==> src/rtl/uart_bus_master.sv <==
// rtl/uart_bus_master.sv - UART command decoder driving a native memory bus.
// 'W' a3..a0 d3..d0 writes a word and replies 'K'; 'R' a3..a0 reads and replies with four bytes.
module uart_bus_master #(
  parameter int unsigned TIMEOUT = 65535
) (
  input  logic        clk,
  input  logic        reset,
  input  logic [7:0]  rx_byte,
  input  logic        rx_valid,
  output logic [7:0]  tx_byte,
  output logic        tx_valid,
  input  logic        tx_ready,
  output logic        mem_valid,
  input  logic        mem_ready,
  output logic [31:0] mem_addr,
  output logic [31:0] mem_wdata,
  output logic [3:0]  mem_wstrb,
  input  logic [31:0] mem_rdata,
  output logic        busy
);

  typedef enum logic [2:0] {
    S_IDLE,
    S_ADDR,
    S_DATA,
    S_BUS,
    S_RESP
  } state_t;

  localparam logic [7:0]  CMD_WRITE = 8'h57;
  localparam logic [7:0]  CMD_READ  = 8'h52;
  localparam logic [7:0]  RSP_OK    = 8'h4B;
  localparam logic [7:0]  RSP_ERR   = 8'h45;
  // The bus cycle that would make the count reach TIMEOUT is the last one.
  localparam logic [15:0] TMO_LAST  = 16'(TIMEOUT - 1);

  state_t      state_q, state_d;
  logic        write_q, write_d;
  logic        err_q, err_d;
  logic [1:0]  cnt_q, cnt_d;
  logic [31:0] addr_q, addr_d;
  logic [31:0] wdata_q, wdata_d;
  logic [31:0] rdata_q, rdata_d;
  logic [15:0] tmo_q, tmo_d;

  always_ff @(posedge clk or posedge reset) begin
    if (reset) begin
      state_q <= S_IDLE;
      write_q <= 1'b0;
      err_q   <= 1'b0;
      cnt_q   <= 2'd0;
      addr_q  <= 32'd0;
      wdata_q <= 32'd0;
      rdata_q <= 32'd0;
      tmo_q   <= 16'd0;
    end else begin
      state_q <= state_d;
      write_q <= write_d;
      err_q   <= err_d;
      cnt_q   <= cnt_d;
      addr_q  <= addr_d;
      wdata_q <= wdata_d;
      rdata_q <= rdata_d;
      tmo_q   <= tmo_d;
    end
  end

  // cnt_q counts received bytes in ADDR/DATA and transmitted bytes in RESP.
  always_comb begin
    state_d = state_q;
    write_d = write_q;
    err_d   = err_q;
    cnt_d   = cnt_q;
    addr_d  = addr_q;
    wdata_d = wdata_q;
    rdata_d = rdata_q;
    tmo_d   = tmo_q;
    case (state_q)
      S_IDLE: begin
        cnt_d = 2'd0;
        if (rx_valid && rx_byte == CMD_WRITE) begin
          state_d = S_ADDR;
          write_d = 1'b1;
          err_d   = 1'b0;
        end else if (rx_valid && rx_byte == CMD_READ) begin
          state_d = S_ADDR;
          write_d = 1'b0;
          err_d   = 1'b0;
        end
      end
      S_ADDR: begin
        if (rx_valid) begin
          addr_d = {addr_q[23:0], rx_byte};
          cnt_d  = cnt_q + 2'd1;
          if (cnt_q == 2'd3) begin
            state_d = write_q ? S_DATA : S_BUS;
            tmo_d   = 16'd0;
          end
        end
      end
      S_DATA: begin
        if (rx_valid) begin
          wdata_d = {wdata_q[23:0], rx_byte};
          cnt_d   = cnt_q + 2'd1;
          if (cnt_q == 2'd3) begin
            state_d = S_BUS;
            tmo_d   = 16'd0;
          end
        end
      end
      S_BUS: begin
        if (mem_ready) begin
          if (!write_q) begin
            rdata_d = mem_rdata;
          end
          err_d   = 1'b0;
          cnt_d   = 2'd0;
          state_d = S_RESP;
        end else if (tmo_q == TMO_LAST) begin
          err_d   = 1'b1;
          cnt_d   = 2'd0;
          state_d = S_RESP;
        end else begin
          tmo_d = tmo_q + 16'd1;
        end
      end
      S_RESP: begin
        if (tx_ready) begin
          if (err_q || write_q || cnt_q == 2'd3) begin
            cnt_d   = 2'd0;
            state_d = S_IDLE;
          end else begin
            cnt_d = cnt_q + 2'd1;
          end
        end
      end
      default: begin
        state_d = S_IDLE;
      end
    endcase
  end

  always_comb begin
    tx_byte = 8'h00;
    if (state_q == S_RESP) begin
      if (err_q) begin
        tx_byte = RSP_ERR;
      end else if (write_q) begin
        tx_byte = RSP_OK;
      end else begin
        case (cnt_q)
          2'd0:    tx_byte = rdata_q[31:24];
          2'd1:    tx_byte = rdata_q[23:16];
          2'd2:    tx_byte = rdata_q[15:8];
          default: tx_byte = rdata_q[7:0];
        endcase
      end
    end
  end

  assign tx_valid  = (state_q == S_RESP);
  assign mem_valid = (state_q == S_BUS);
  assign mem_wstrb = (state_q == S_BUS && write_q) ? 4'hF : 4'h0;
  assign mem_addr  = addr_q;
  assign mem_wdata = wdata_q;
  assign busy      = (state_q != S_IDLE);

endmodule

==> config.mk <==
export PLATFORM = sky130hd
export DESIGN_NAME = uart_bus_master
export DESIGN_NICKNAME = d
export VERILOG_FILES = /design/src/rtl/uart_bus_master.sv
export SDC_FILE = /design/constraint.sdc
export NUM_CORES = 1
export LEC_CHECK = 0
export CORE_MARGIN = 2
export CORE_UTILIZATION = 30
export CTS_CLUSTER_DIAMETER = 200
export CTS_CLUSTER_SIZE = 28
export DETAILED_ROUTE_END_ITERATION = 8
export DONT_BUFFER_PORTS = 1
export PLACE_DENSITY = 0.52
export SETUP_SLACK_MARGIN = 0.4
export SYNTH_ARGS = -nofsm -noshare
export SYNTH_HDL_FRONTEND = slang
export SYNTH_SLANG_ARGS = --single-unit
==> constraint.sdc <==
create_clock -name clk -period 5 [get_ports clk]
set_input_delay 1 -clock clk [delete_from_list [all_inputs] [get_ports clk]]
set_output_delay 1 -clock clk [all_outputs]
set_load 0.01 [all_outputs]
After elaboration in Yosys (flattened, before gate mapping)
Index checks and enable logic that the tools add are counted.

storage, ports and cells
  flip-flop bits (word level) = 119
  word-level logic and storage cells = 88

cells by class
  equal/unequal tests = 22
  bitwise operators = 1
  reduce and logical (&&, ||, !) cells = 21
  add/sub/neg operators = 2
  multiplexer cells = 34

operator list
  operator                                        number
  two-way mux 16 bit                              4
  one-hot mux 16 bit (2 select lines)             1
  two-way mux 3 bit                               10
  two-way mux 8 bit                               3
  one-hot mux 8 bit (3 select lines)              1
  adder 16 x 1 -> 16 bit (second input constant)  1
  == test 16 bit (second input constant)          1
  == test 8 x 7 -> 1 bit (second input constant)  2
  one-hot mux 3 bit (5 select lines)              1
  != test 2 bit (second input constant)           6
  two-way mux 2 bit                               5
  != test 2 x 1 -> 1 bit (second input constant)  4
  one-hot mux 2 bit (4 select lines)              1
  AND reduction 8 bit                             1
  == test 3 x 2 -> 1 bit (second input constant)  2
  two-way mux 1 bit                               6
  AND reduction 2 bit                             3
  AND reduction 3 bit                             2
  nonzero test 2 bit                              3
  AND reduction 5 bit                             1
  == test 2 bit (second input constant)           2
  two-way mux 4 bit                               1
  AND reduction 4 bit                             1
  nonzero test 4 bit                              1
  14 further kinds                                17

Longest topological paths before layout
Gate-level depths: netlist of the first run.

  depth after elaboration = 5
  depth in mapped cells = 7

Least setup slack after synthesis of the first run
OpenSTA, ideal clock, no wires.

  path kind = register -> output
  from = register cnt_q[0]
  to = output port tx_byte[1]
  required time = 4.000 ns
  cell stages (with the launch flop) = 7
  path buffers = 1
  setup slack = 2.599 ns
  arrival time = 1.401 ns
  path through = dfrtp_1 -> ha_1 -> clkbuf_1 -> inv_1 -> nand2_1 -> a21oi_1 -> nor3_1

between the ends
  longest elaborated chain between the ends = 5
  elaborated cells on any way between the ends = 7
  classes of those cells = 2 x eq/ne; 4 x mux; 1 x reduce/logical

RTL lines
  what                                         line  text
  start, declared                              40    logic [1:0] cnt_q, cnt_d;
  start signal, assigned                       60    cnt_q <= cnt_d;
  == test 2 bit, or another cell as far along  151   case (cnt_q)
  one-hot mux 8 bit (3 select lines) *         151
  two-way mux 8 bit *                          148   end else if (write_q) begin
  two-way mux 8 bit *                          146   if (err_q) begin
  two-way mux 8 bit *                          145   if (state_q == S_RESP) begin
  end, declared                                10    output logic [7:0] tx_byte,

Mark *: on every way between the ends. The rest lies on a longest branch, timed or not.

Worst setup path after layout of the first run
  from = register state_q[0]
  to = output port mem_wstrb[0]

between the ends
  longest elaborated chain between the ends = 3

RTL lines
  what                    line  text
  start, declared         37    state_t state_q, state_d;
  start signal, assigned  57    state_q <= state_d;
  == test 3 x 2 -> 1 bit  163   assign mem_wstrb = (state_q == S_BUS && write_q) ? 4'hF : 4'h0;
  logical AND 1 bit       163
  two-way mux 4 bit       163
  end, declared           17    output logic [3:0] mem_wstrb,

No other way between the ends.

==> results of run 1 <==
## cell families (layout without fill, tap and decap cells)
| logic type | count (synthesis) | after routing |
|---|---|---|
| adders and majority gates | 6 | 6 |
| xor gates and xnor gates | 2 | 2 |
| and+or+nand+nor | 94 | 94 |
| AOI/OAI and AO/OA | 66 | 66 |
| buffers and inverters | 42 | 50 |
| muxes | 102 | 102 |
| DFF | 119 | 119 |
## power by group through the flow
stage	logic (mW)	registers (mW)	clock network [mW]
finish	0.563	1.60	1.25
floorplan	0.504	1.49	0
detailed placement	0.567	1.61	0
global placement	0.543	1.61	0
global route	0.627	1.64	1.33
CTS	0.570	1.60	1.28
## path summary, 6_finish.rpt
path | to | slack, ns | depth (start not counted)
setup / recovery | mem_wstrb[0] | 1.94 | 2
hold / removal | rdata_q[1] | 0.50 | 1
setup reg to reg | rdata_q[24] | 2.23 | 5
hold reg to reg | rdata_q[1] | 0.50 | 1
max in group asynchronous | mem_wdata[6] | 3.21 | 2
min in group asynchronous | rdata_q[9] | 0.73 | 1
## final cells by class
| cell class | count | area (sq um) | area share [%] |
|---|---|---|---|
| Sequential cell | 119 | 2980 | 48.1 |
| Timing Repair Buffer | 5 | 37.5 | 0.606 |
| Clock buffer | 21 | 450 | 7.27 |
| Multi-Input combinational cell | 270 | 2230 | 36.0 |
| Tap cell | 229 | 287 | 4.63 |
| Clock inverter | 10 | 153 | 2.47 |
| Inverter | 14 | 55.1 | 0.889 |
## layer usage
layer	share of wire (%)	vias up	global-route usage [%]	wire length, um
li1	-	1581	-	-
met1	41	1771	15.1	5080
met2	50	94	21.5	6200
met3	7.6	14	5.92	939
met4	1.3	0	4.89	160
met5	0	-	0	0
## registers in the layout (all words and copies together) (netlist names)
name       cells
mem_addr      32
mem_wdata     32
write_q        1
tmo_q         16
err_q          1
state_q        3
rdata_q       32
cnt_q          2
## critical path: cells and delay by family (launching register included)
kind          cells  cell delay (ns)
simple gates      2             0.96
flops             1             0.69
## synth_stat cells (9+ instances only)
cell / instances
mux2_2: 95
buf_2: 13
dfrtp_1: 119
clkbuf_1: 10
nor2_1: 16
a21oi_1: 25
nand2_1: 15
o31ai_1: 9
nand3_1: 13
inv_1: 14
o21ai_0: 11
==> results.rst, run 1 <==
.. list-table::
   :header-rows: 1

   * - Metric
     - Value
   * - Status
     - finished, final reports clean
   * - Maximum ir drop on the vdd rail
     - 0.000268 V
   * - Worst endpoint required time
     - 4.00 ns
   * - Flop pwr share
     - 46.8%
   * - Clock Skews
     - 0.00808 ns
   * - Power share of the clock group
     - 36.7%
   * - Proportion of synthesized area in mux cells
     - 21.2%
   * - Standard-cell rows
     - 49
   * - DP Wirelength
     - 8600 um
   * - Net switching fraction of the power
     - 29.8%
   * - WL per Instance
     - 18.5 um
   * - Final cell utilization of the core
     - 34.8%
   * - Final setup fails
     - 0
   * - Arrival @ worst endpoint
     - 2.06 ns
   * - Largest family of logic cells by synthesized area
     - multiplexers
   * - Worst Setup Start Kind
     - flip-flop
   * - Die height
     - 138 um
   * - Max-Slew Margin vs Limit
     - 29.9%
   * - Vias post-DR
     - 3,460
   * - Syn Std Cell Area
     - 5400 sq um
   * - Area fraction in and, or, nand and nor cells after synthesis
     - 10.3%
   * - Fmax
     - 0.327 GHz
   * - Number of pins exceeding their max-slew limit in the final report
     - 0
   * - Number of nets at the end of the flow
     - 478
   * - Global route overflow
     - 0
   * - Slowest stage delay, CP
     - 0.69 ns
   * - Synth Register Bits
     - 119
   * - Number of H-tree branching levels
     - 4
   * - Setup slack after layout
     - 1.94 ns
   * - Fill cell total of the finished layout
     - 1,742
   * - P_int
     - 2.40 mW
   * - Power Density
     - 551 nW/um^2
   * - Synthesis-to-layout area growth
     - 14.7%
   * - Placed cells
     - 637
   * - Cells after synthesis
     - 431
   * - Via density per instance
     - 5.18
   * - Crit path cell chain
     - nand3b_1 -> nor2_1
   * - Synth Area in Compound Gates
     - 8.02%
   * - Setup_tns
     - 0 ns
   * - IO Port Bufs
     - 0
   * - Standby leakage power
     - 2.81 nW
   * - Fraction of layout instances using a drive strength above 1
     - 30.3%
   * - Residual DRC
     - 0
   * - Hold path start
     - rdata_q[1]
   * - Top fanout value on the critical path
     - 18
   * - Antenna viol nets, final
     - 0
   * - Count of buffers added by post-CTS timing repair for setup
     - 0
   * - Count of synthesis-stage warnings from yosys
     - 0
   * - Portion of the post-synthesis area used by sequential elements
     - 55.2%
   * - Clock tree from TritonCTS
     - yes
   * - Pwr Total
     - 3.41 mW
   * - Critical path's slowest cell
     - dfrtp_1
   * - X dimension of the die
     - 138 um
   * - Distinct cell type count after synthesis
     - 48
   * - Number of nets in the synthesized netlist
     - 482
   * - Capturing element type of the critical path
     - output port
   * - Cell area after placement
     - 5590 sq um
   * - Synthesized-area fraction occupied by adder cells
     - 1.39%
   * - Main flop type after synthesis
     - dfrtp_1
   * - Startpoint of the lowest-slack register-to-register path
     - state_q[0]
   * - Comb pwr share
     - 16.5%
   * - Placer congestion estimate
     - 0.799
   * - Count of flip-flops with a built-in enable after synthesis
     - 0
   * - CTS root buffer
     - clkbuf_16
   * - Total CTS buffers
     - 17
   * - Highest-count cells in the layout ignoring fill and taps
     - 119 x dfrtp_1, 95 x mux2_2, 25 x a21oi_1
   * - Hold Slack
     - 0.495 ns
   * - Class of the most critical hold timing path
     - reg2reg
   * - Number of instances resized during post-cts repair
     - 0
   * - DRT Wirelength
     - 12,400 um
   * - Count of boundary I/O pins
     - 124
   * - Largest cells by area after synthesis
     - dfrtp_1 55%, mux2_2 20%, a21oi_1 2.3%
   * - Count of hold-fix buffers inserted at cts
     - 0
   * - Least-Margin Pin Slew
     - 1.05 ns
   * - Leading cell type in the layout, fill and taps excluded
     - dfrtp_1
   * - Clk slew on worst S/H paths
     - 0.05 ns
   * - Fin. Hold Viols
     - 0
   * - Antenna diodes
     - 0
   * - Total clock sinks
     - 119
   * - Mean instance size in the synthesized netlist
     - 12.5 sq um
   * - Via count of the first global-routing pass
     - 3,630
   * - Crit path time final
     - 3.06 ns
   * - Wire length of the first global-routing pass
     - 19,800 um
   * - Share of Yosys cell area claimed by the top area cell type
     - 55.2%
   * - Core region area
     - 17,800 sq um
   * - Skew-Pair Late Insertion Delay
     - 0.41 ns
   * - Max-cap violations
     - 0
   * - Die footprint
     - 19,100 sq um
   * - Iteration-0 DRC Markers
     - 174
   * - Starting density of the core
     - 30.4%
   * - Global-route usage over all layers
     - 13.1%
   * - Setup repair after global routing missed its margin
     - false
   * - Xor and xnor area share after synthesis
     - 0.325%
   * - Final design instance area without fill
     - 6190 sq um
   * - Tcrit/Tclk final
     - 61.2%
   * - Category of the critical setup timing path
     - reg2out
   * - Cell type contributing the most total cell area after synthesis
     - dfrtp_1
   * - Buffer depth of the longest clock path
     - 2
   * - Timing startpoint of the critical path
     - state_q[0]
   * - Number of detailed-route iterations in the first pass
     - 5
   * - Proportion of synthesized flip-flops having asynchronous set or reset
     - 100%
   * - Number of non-filler instances in the completed layout
     - 668
   * - Power spent charging and discharging nets
     - 1.02 mW
   * - Post-place setup slack
     - 2.26 ns
   * - Antenna violations before repair
     - 1
   * - Maximum number of pins on one net before global-route repair
     - 85
(Power assumes the default switching activity.)
==> run 2: changes to the inputs <==
Clock period 5 ns to 3 ns, I/O delays scaled along.
==> results.rst, run 2 (synthesis results as in run 1) <==
.. list-table::
   :header-rows: 1

   * - Metric
     - Value
   * - Placed cells
     - 638 (was 637)
   * - Clock tree from TritonCTS
     - yes (unchanged)
   * - Worst endpoint required time
     - 2.40 ns (was 4.00 ns)
   * - IO Port Bufs
     - 0 (unchanged)
   * - Least-Margin Pin Slew
     - 0.693 ns (was 1.05 ns)
   * - Core region area
     - 17,800 sq um (unchanged)
   * - Iteration-0 DRC Markers
     - 180 (was 174)
   * - Via count of the first global-routing pass
     - 3,750 (was 3,630)
   * - Capturing element type of the critical path
     - output port (unchanged)
   * - Tcrit/Tclk final
     - 83.7%
   * - Pwr Total
     - 5.83 mW (was 3.41 mW)
   * - Class of the most critical hold timing path
     - in2async (was reg2reg)
   * - Post-place setup slack
     - 0.682 ns (was 2.26 ns)
   * - Number of nets at the end of the flow
     - 479 (was 478)
   * - Final setup fails
     - 0 (unchanged)
   * - Arrival @ worst endpoint
     - 1.91 ns (was 2.06 ns)
   * - Leading cell type in the layout, fill and taps excluded
     - dfrtp_1 (unchanged)
   * - Die footprint
     - 19,100 sq um (unchanged)
   * - Maximum ir drop on the vdd rail
     - 0.000468 V (was 0.000268 V)
   * - Synthesis-to-layout area growth
     - 16.9% (was 14.7%)
   * - Via density per instance
     - 5.20 (was 5.18)
   * - Wire length of the first global-routing pass
     - 20,800 um (was 19,800 um)
   * - Top fanout value on the critical path
     - 8 (was 18)
   * - Number of pins exceeding their max-slew limit in the final report
     - 0 (unchanged)
   * - P_int
     - 4.12 mW (was 2.40 mW)
   * - Count of hold-fix buffers inserted at cts
     - 0 (unchanged)
   * - Standby leakage power
     - 2.82 nW (was 2.81 nW)
   * - Number of non-filler instances in the completed layout
     - 671 (was 668)
   * - Die height
     - 138 um (unchanged)
   * - Setup slack after layout
     - 0.488 ns (was 1.94 ns)
   * - Vias post-DR
     - 3,486 (was 3,460)
   * - DP Wirelength
     - 8580 um (was 8600 um)
   * - Highest-count cells in the layout ignoring fill and taps
     - 117 x dfrtp_1, 95 x mux2_2, 25 x a21oi_1 (was 119 x dfrtp_1, 95 x mux2_2, 25 x a21oi_1)
   * - Clock Skews
     - 0.0112 ns (was 0.00808 ns)
   * - Global route overflow
     - 0 (unchanged)
   * - Timing startpoint of the critical path
     - cnt_q[0] (was state_q[0])
   * - Number of detailed-route iterations in the first pass
     - 4 (was 5)
   * - Power share of the clock group
     - 37.2% (was 36.7%)
   * - Total CTS buffers
     - 17 (unchanged)
   * - Slowest stage delay, CP
     - 0.43 ns (was 0.69 ns)
   * - Category of the critical setup timing path
     - reg2out (unchanged)
   * - Antenna violations before repair
     - 1 (unchanged)
   * - Maximum number of pins on one net before global-route repair
     - 120 (was 85)
   * - X dimension of the die
     - 138 um (unchanged)
   * - Startpoint of the lowest-slack register-to-register path
     - state_q[0] (unchanged)
   * - Final cell utilization of the core
     - 35.5% (was 34.8%)
   * - Starting density of the core
     - 30.4% (unchanged)
   * - Status
     - finished, final reports clean (unchanged)
   * - Fmax
     - 0.398 GHz
   * - Total clock sinks
     - 119 (unchanged)
   * - Number of H-tree branching levels
     - 4 (unchanged)
   * - Worst Setup Start Kind
     - flip-flop (unchanged)
   * - Clk slew on worst S/H paths
     - 0.05 ns (about the same)
   * - Net switching fraction of the power
     - 29.3% (was 29.8%)
   * - Standard-cell rows
     - 49 (unchanged)
   * - Crit path cell chain
     - inv_2 -> ha_4 -> a222oi_1 -> nand2_1 -> a21oi_1 -> nor3_2 (was nand3b_1 -> nor2_1)
   * - Fraction of layout instances using a drive strength above 1
     - 32.7% (was 30.3%)
   * - CTS root buffer
     - clkbuf_16 (unchanged)
   * - Crit path time final
     - 2.51 ns
   * - Buffer depth of the longest clock path
     - 2 (unchanged)
   * - Flop pwr share
     - 45.8% (was 46.8%)
   * - Placer congestion estimate
     - 0.800 (was 0.799)
   * - Setup_tns
     - 0 ns (unchanged)
   * - Residual DRC
     - 0 (unchanged)
   * - Max-cap violations
     - 0 (unchanged)
   * - Setup repair after global routing missed its margin
     - true (was false)
   * - Global-route usage over all layers
     - 13.7% (was 13.1%)
   * - Comb pwr share
     - 17.0% (was 16.5%)
   * - Count of boundary I/O pins
     - 124 (unchanged)
   * - Power spent charging and discharging nets
     - 1.71 mW (was 1.02 mW)
   * - Fin. Hold Viols
     - 0 (unchanged)
   * - Critical path's slowest cell
     - dfrtp_2 (was dfrtp_1)
   * - DRT Wirelength
     - 12,500 um (was 12,400 um)
   * - Skew-Pair Late Insertion Delay
     - 0.41 ns (about the same)
   * - WL per Instance
     - 18.6 um (was 18.5 um)
   * - Count of buffers added by post-CTS timing repair for setup
     - 0 (unchanged)
   * - Antenna viol nets, final
     - 0 (unchanged)
   * - Max-Slew Margin vs Limit
     - 53.8% (was 29.9%)
   * - Power Density
     - 924 nW/um^2 (was 551 nW/um^2)
run 2: metal layers:
metal / up-vias / track usage [%] / routed length, um
li1: 1581 / - / -
met1: 1782 / 16.1 / 5010
met2: 105 / 21.8 / 6320
met3: 18 / 5.82 / 916
met4: 0 / 6.23 / 252
met5: - / 0 / 0
run 2: final timing paths:
| path | end | slack (ns) | depth (start not counted) |
|---|---|---|---|
| worst max register to register | rdata_q[28] | 0.64 | 5 |
| min in group clk | mem_addr[3] | 0.33 | 1 |
| max in group asynchronous | cnt_q[1] | 2.19 | 2 |
| worst max-delay path | tx_byte[1] | 0.49 | 6 |
| worst min-delay path | rdata_q[24] | 0.20 | 2 |
| worst min register to register | rdata_q[1] | 0.50 | 1 |
run 2: layout make-up:
cell class / instances / area (sq um)
Fill cell: 1743 / 11500
Sequential cell: 119 / 2980
Timing Repair Buffer: 6 / 57.6
Multi-Input combinational cell: 270 / 2290
Inverter: 14 / 56.3
Tap cell: 229 / 287
Clock buffer: 23 / 458
Antenna cell: 1 / 2.50
Clock inverter: 9 / 173
run 2: stage by stage:
step,hold slack (ns),cell area [sq um]
floorplan,0.458,5400
global placement,0.484,5610
detailed placement,0.487,5610
CTS,0.273,6250
global route,0.271,6310
finish,0.201,6310
run 2: repair_timing:
action,CTS,global route
pin swaps,0,1
resized for setup,2,13
setup endpoints to repair,4,6
run 2: critical path: cells and delay by family, from the launching register on:
| kind | cells | cell delay, ns |
|---|---|---|
| AO/OA/AOI/OAI | 2 | 0.58 |
| flip-flops | 1 | 0.43 |
| adder cells (fa/ha/maj) | 1 | 0.21 |
| AND/OR/NAND/NOR | 2 | 0.20 |
| buffers and inverters | 1 | 0.10 |
run 2: power groups by stage:
stage	Clock [mW]	Sequential, mW	Combinational [mW]
6_report	2.17	2.67	0.990
3_5_place_dp	0	2.68	0.949
4_1_cts	2.23	2.67	0.953
2_1_floorplan	0	2.49	0.841
5_1_grt	2.31	2.76	1.11
3_3_place_gp	0	2.68	0.907
